### src/rtl/ui_pkg.sv
// Shared UI definitions: device codes, input line counts and event-register bit layout.
package ui_pkg;

    typedef enum logic [1:0] {
        UI_KEY  = 2'd0,
        UI_SW   = 2'd1,
        UI_LEDR = 2'd2,
        UI_HEX  = 2'd3
    } ui_dev_e;

    localparam int unsigned UI_NKEYS       = 4;
    localparam int unsigned UI_NSW         = 10;
    localparam int unsigned UI_NLINES      = UI_NKEYS + UI_NSW;
    localparam int unsigned UI_EVT_KEY_LSB = 0;
    localparam int unsigned UI_EVT_SW_LSB  = UI_EVT_KEY_LSB + UI_NKEYS;

    // Event payload; field order matches the LSB offsets above.
    typedef struct packed {
        logic [UI_NSW-1:0]   sw;
        logic [UI_NKEYS-1:0] key;
    } ui_evt_t;

endpackage

### src/rtl/debounce_bit.sv
// One input line: two-flop synchronizer followed by a stable-for-N-cycles debouncer.
module debounce_bit #(
    parameter int unsigned DEBOUNCE_CYCLES = 250000,
    parameter int unsigned CNTW            = $clog2(DEBOUNCE_CYCLES)
) (
    input  logic clk,
    input  logic reset,
    input  logic raw_i,
    output logic stable_o
);

    logic            sync1_q;
    logic            sync2_q;
    logic            stable_q;
    logic            stable_d;
    logic [CNTW-1:0] cnt_q;
    logic [CNTW-1:0] cnt_d;

    // Count consecutive mismatches; accept the new level on the last one.
    always_comb begin
        stable_d = stable_q;
        cnt_d    = '0;
        if (sync2_q != stable_q) begin
            if (cnt_q == CNTW'(DEBOUNCE_CYCLES - 1)) begin
                stable_d = sync2_q;
            end else begin
                cnt_d = cnt_q + CNTW'(1);
            end
        end
    end

    always_ff @(posedge clk) begin
        if (reset) begin
            sync1_q  <= 1'b0;
            sync2_q  <= 1'b0;
            stable_q <= 1'b0;
            cnt_q    <= '0;
        end else begin
            sync1_q  <= raw_i;
            sync2_q  <= sync1_q;
            stable_q <= stable_d;
            cnt_q    <= cnt_d;
        end
    end

    assign stable_o = stable_q;

endmodule

### src/rtl/ui_input_conditioner.sv
// Board input conditioner: debounced key/switch levels plus a sticky clear-on-read
// event register (key presses, switch toggles) and its interrupt.
module ui_input_conditioner
    import ui_pkg::*;
#(
    parameter int unsigned DBITS           = 32,
    parameter int unsigned DEBOUNCE_CYCLES = 250000,
    parameter int unsigned CNTW            = $clog2(DEBOUNCE_CYCLES)
) (
    input  logic                clk,
    input  logic                reset,
    input  logic [UI_NKEYS-1:0] KEY_RAW,
    input  logic [UI_NSW-1:0]   SW_RAW,
    input  logic                evtRdEn,
    output logic [UI_NKEYS-1:0] KEYS,
    output logic [UI_NSW-1:0]   SWITCHES,
    output logic [DBITS-1:0]    evtOut,
    output logic                irq
);

    logic [UI_NLINES-1:0] raw_c;
    logic [UI_NLINES-1:0] stable_c;
    logic [UI_NLINES-1:0] prev_q;
    ui_evt_t              set_c;
    ui_evt_t              evt_d;
    ui_evt_t              evt_q;

    // Keys are active-low on the board; invert so every line is active-high.
    assign raw_c = {SW_RAW, ~KEY_RAW};

    for (genvar g = 0; g < UI_NLINES; g++) begin : g_line
        debounce_bit #(
            .DEBOUNCE_CYCLES(DEBOUNCE_CYCLES),
            .CNTW           (CNTW)
        ) u_debounce (
            .clk     (clk),
            .reset   (reset),
            .raw_i   (raw_c[g]),
            .stable_o(stable_c[g])
        );
    end

    assign KEYS     = stable_c[UI_EVT_KEY_LSB +: UI_NKEYS];
    assign SWITCHES = stable_c[UI_EVT_SW_LSB +: UI_NSW];

    // Press-only for keys, both directions for switches; a new event beats the read clear.
    always_comb begin
        set_c.key = KEYS & ~prev_q[UI_EVT_KEY_LSB +: UI_NKEYS];
        set_c.sw  = SWITCHES ^ prev_q[UI_EVT_SW_LSB +: UI_NSW];
        evt_d.key = (evtRdEn ? '0 : evt_q.key) | set_c.key;
        evt_d.sw  = (evtRdEn ? '0 : evt_q.sw) | set_c.sw;
    end

    always_ff @(posedge clk) begin
        if (reset) begin
            prev_q <= '0;
            evt_q  <= '0;
        end else begin
            prev_q <= stable_c;
            evt_q  <= evt_d;
        end
    end

    assign evtOut = DBITS'({evt_q.sw, evt_q.key});
    assign irq    = |{evt_q.sw, evt_q.key};

endmodule

### config.mk
export PLATFORM = sky130hd
export DESIGN_NAME = ui_input_conditioner
export DESIGN_NICKNAME = d
export VERILOG_FILES = /design/src/rtl/ui_pkg.sv /design/src/rtl/debounce_bit.sv /design/src/rtl/ui_input_conditioner.sv
export SDC_FILE = /design/constraint.sdc
export NUM_CORES = 1
export LEC_CHECK = 0
export ABC_AREA = 1
export ABC_CLOCK_PERIOD_IN_PS = 2300
export CELL_PAD_IN_SITES_DETAIL_PLACEMENT = 0
export CELL_PAD_IN_SITES_GLOBAL_PLACEMENT = 1
export CORE_MARGIN = 3
export CORE_UTILIZATION = 30
export CTS_CLUSTER_SIZE = 20
export DETAILED_ROUTE_END_ITERATION = 10
export PLACE_DENSITY = 0.6
export SETUP_SLACK_MARGIN = 0.4
export SLEW_MARGIN = 20
export SYNTH_ARGS = -nofsm -noshare
export SYNTH_HDL_FRONTEND = slang
export SYNTH_HIERARCHICAL = 1
export SYNTH_SLANG_ARGS = --single-unit
### constraint.sdc
create_clock -name clk -period 2.3 [get_ports clk]
set_input_delay 0.345 -clock clk [delete_from_list [all_inputs] [get_ports clk]]
set_output_delay 0.345 -clock clk [all_outputs]
set_load 0.05 [all_outputs]
### Yosys cells after proc, flatten, opt, wreduce, memory -nomap -nowiden

Cells that the tools add are included.

| cells by class | value |
|---|---|
| equal/unequal tests | 28 |
| reductions and logical operators | 29 |
| bitwise logic cells | 20 |
| mux-type cells | 2 |
| add/subtract/negate cells | 14 |

Operator list:

| cell | number |
|---|---|
| adder 18 x 1 -> 18 bit, second input constant | 14 |
| equality test 18 bit, second input constant | 14 |
| OR reduction 3 bit | 14 |
| AND reduction 2 bit | 14 |
| != test 1 bit | 14 |
| NOT 1 bit | 14 |
| OR reduction 14 bit | 1 |
| two-way mux 10 bit | 1 |
| bitwise OR 10 bit | 1 |
| bitwise XOR 10 bit | 1 |
| NOT 4 bit | 2 |
| AND 4 bit | 1 |
| two-way mux 4 bit | 1 |
| bitwise OR 4 bit | 1 |

| storage, ports and cells | value |
|---|---|
| output and inout port bits | 47 |
| bits in registers | 322 |

### Depth between registers and ports, before layout

| depth | value |
|---|---|
| word-level depth | 3 |
| depth in mapped cells | 8 |
| mapped depth without buffers | 8 |

### Hierarchy

The synthesis kept the hierarchy.

Modules (own cells, without submodules):

| module | cells each | area an instance (µm²) | instances |
|---|---|---|---|
| debounce_bit | 144 | 1019.7 | 14 |
| ui_input_conditioner | 175 | 1273.7 | 1 |

### Least setup slack after synthesis

OpenSTA, ideal clock, no wires.

| timing path | value |
|---|---|
| path type | register to output |
| from | reg evt_q (netlist bit evtOut[9]) |
| to | out irq |
| required time | 1.955 ns |
| data arrival time | 1.180 ns |
| cell stages (with the launch flop) | 4 |
| path slack | 0.775 ns |
| path through | dfxtp_1 > or2_1 > nor2_1 > nand2_1 |

| between the ends | value |
|---|---|
| word-level cells in the longest chain between the ends | 1 |

Ends and longest elaborated chain:

| what | RTL line | source |
|---|---|---|
| from (decl) | ui_input_conditioner.sv:26 | `ui_evt_t evt_q;` |
| from (signal assigned) | ui_input_conditioner.sv:60 | `evt_q <= evt_d;` |
| OR reduction 14 bit | ui_input_conditioner.sv:65 | `assign irq = \|{evt_q.sw, evt_q.key};` |
| to (decl) | ui_input_conditioner.sv:18 | `output logic irq` |

Every way passes these cells.

### Worst setup path after layout

| timing path | value |
|---|---|
| from | reg evt_q (netlist bit evtOut[8]) |
| to | out irq |

Same word-level chain as after synthesis.

==> results_dict.tcl <==
set metrics [dict create \
    drive_above_1_share 0.0980 \
    finalCriticalPeriod_ns 1.85 \
    fin_crit_sh 0.802 \
    die_w_um 234 \
    crit_path_end_kind "output pin" \
    nets 2296 \
    crit_family "simple AND/OR/NAND/NOR gates" \
    hp-class "input pin to flip-flop" \
    grt_pass1_vias 12302 \
    layout_common_cells "nor2_1, nand2_1, dfxtp_1" \
    final_common_cell "nor2_1" \
    whs_ns 0.148 \
    clockBufferDepth 3 \
    core_area_um2 50700 \
    syn_inst 2191 \
    viasPerCell 4.31 \
    synth_warnings 6 \
    totalWireLength_um 34000 \
    grt_pass1_wl_um 58400 \
    synthAdderAreaFrac 0.0113 \
    seq_area_frac_synth 0.415 \
    max_slew_margin 0.642 \
    setup_ws_ns 0.455 \
    synth_top_family_by_area "simple AND/OR/NAND/NOR gates" \
    dp_slack_ns 0.591 \
    synth-compound-area-share 0.0463 \
    cts_hold_buf 0 \
    initial_core_util 0.307 \
    synthDistinctLibCells 26 \
    portBuffers 45 \
    clkTransAtPathRegs_ns 0.06 \
    rsz0062_at_grt "true" \
    dieArea_um2 54600 \
    gp_congestion 0.776 \
    ant_nets 0 \
    fmax_ghz 0.542 \
    worstPathRequired_ns 1.96 \
    synth_area_per_cell_um2 7.10 \
    critPathArrivalTime_ns 1.50 \
    worstMarginPinSlew_ns 0.539 \
    utilization 0.355 \
    drt_pass1_iterations 5 \
    p_per_area_nw_per_um2 674 \
    synthMuxAreaShare 0 \
    ys_ff_latch 322 \
    n_antenna_cell 0 \
    ios 64 \
    fin_worst_skew_ns 0.0152 \
    slew_viol_final 0 \
    cts.sinks 322 \
    synthToLayoutAreaGrowth_pct 15.6 \
    ir_drop_v 0.000429 \
    synth_xor_area_frac 0.0789 \
    htree_levels 2 \
    cp_num_buf_inv 1 \
    drc 0 \
    max_cap_violations 0 \
    wl_per_cell_um 11.5 \
    worstSetupStartpointType "flip-flop" \
    placed_cell_area_um2 16600 \
    finalInstanceArea_um2 18000 \
    finalPower_mw 12.1 \
    setup_violations 0 \
    die_y_um 234 \
    slowest_delay_ns 0.33 \
    tns_ns 0 \
    synthSimpleGateAreaFrac 0.374 \
    layout.cells.non_filler 2967 \
    grt_usage 0.128 \
    grt_start_max_net_pins 34 \
    critical_path.max_fanout 3 \
    grt_antenna_before_repair 0 \
    vias 12787 \
    hold_viol 0 \
    clk_latency_ns 0.55 \
    place_inst 2893 \
    cts_buffers 40 \
    grt_overflow 0 \
    core.rowCount 82 \
    leakage_nw 6.11 \
    cts-root-buf "clkbuf_16" \
    path_cells "or2_4 -> nor2_2 -> nand2_2 -> buf_8" \
    status "complete, no violations" \
    worst_path_max_delay_cell "dfxtp_2" \
    path_class "flip-flop to output pin" \
    hpwl_um 25000 \
    cts_tree "done" \
    first_iter_violations 452 \
    syn_area_um2 15500 \
]
synth_stat cells (all sizes together):
cell type / n / area share
buf: 35 / 0.021
xnor2: 42 / 0.024
ha: 14 / 0.011
conb: 1 / 0.00024
or2: 57 / 0.023
xor2: 98 / 0.055
nand4: 14 / 0.0056
nand3b: 14 / 0.018
nand3: 154 / 0.056
nor2: 550 / 0.14
dfxtp: 322 / 0.41
a21oi: 112 / 0.036
o21ai: 32 / 0.010
nand2: 524 / 0.13
inv: 222 / 0.054
state kept, by name, summed over array words and instances (netlist names):
name and count:
g_line.u_debounce/cnt_q 252, evtOut 14, g_line.u_debounce/stable_o 14, g_line.u_debounce/sync1_q 14, g_line.u_debounce/sync2_q 14, prev_q 14
cell families (layout without fill, tap and decap cells):
family | after synthesis | after routing
DFF | 322 | 322
buffers and inverters | 257 | 344
other | 1 | 18
adders and majority gates | 14 | 14
xor gates and xnor gates | 140 | 140
and+or+nand+nor | 1313 | 1313
AOI/OAI and AO/OA | 144 | 144
final cells by class:
type                            count  area, um^2
Timing Repair Buffer               50         464
Clock buffer                       57        1190
Inverter                          222         833
Fill cell                        5506       32700
Multi-Input combinational cell   1629        8040
Tap cell                          672         841
Sequential cell                   322        6460
Clock inverter                     15         138
final timing paths:
kind	start	to	slack (ns)	cells after the start
worst max-delay path	evtOut[8]	irq	0.45	4
worst min-delay path	reset	g_line[7].u_debounce/sync2_q	0.15	2
worst max register to register	g_line[9].u_debounce/cnt_q[0]	g_line[9].u_debounce/cnt_q[11]	0.78	7
worst min register to register	prev_q[2]	evtOut[2]	0.39	1
timing repair:
action	CTS	global route
gates resized for setup	68	18
pin swaps	8	4
setup endpoints to repair	28	11
buffers inserted	1	1
where the power goes:
part           leakage, nW  switching [mW]  total [mW]  internal [mW]
Clock                0.657            2.44        6.26           3.81
Sequential            2.60          0.0195        5.63           5.61
Combinational         2.85           0.175       0.237         0.0623
Total                 6.11            2.64        12.1           9.48
metal layers:
metal	GRT usage	vias to the layer above	share of wire
met3	0.0244	43	0.032
met5	0	-	0
met4	0.0396	0	0.022
met1	0.170	5731	0.50
li1	-	6906	-
met2	0.208	107	0.44
No activity file was read; power rests on OpenSTA's default activity.
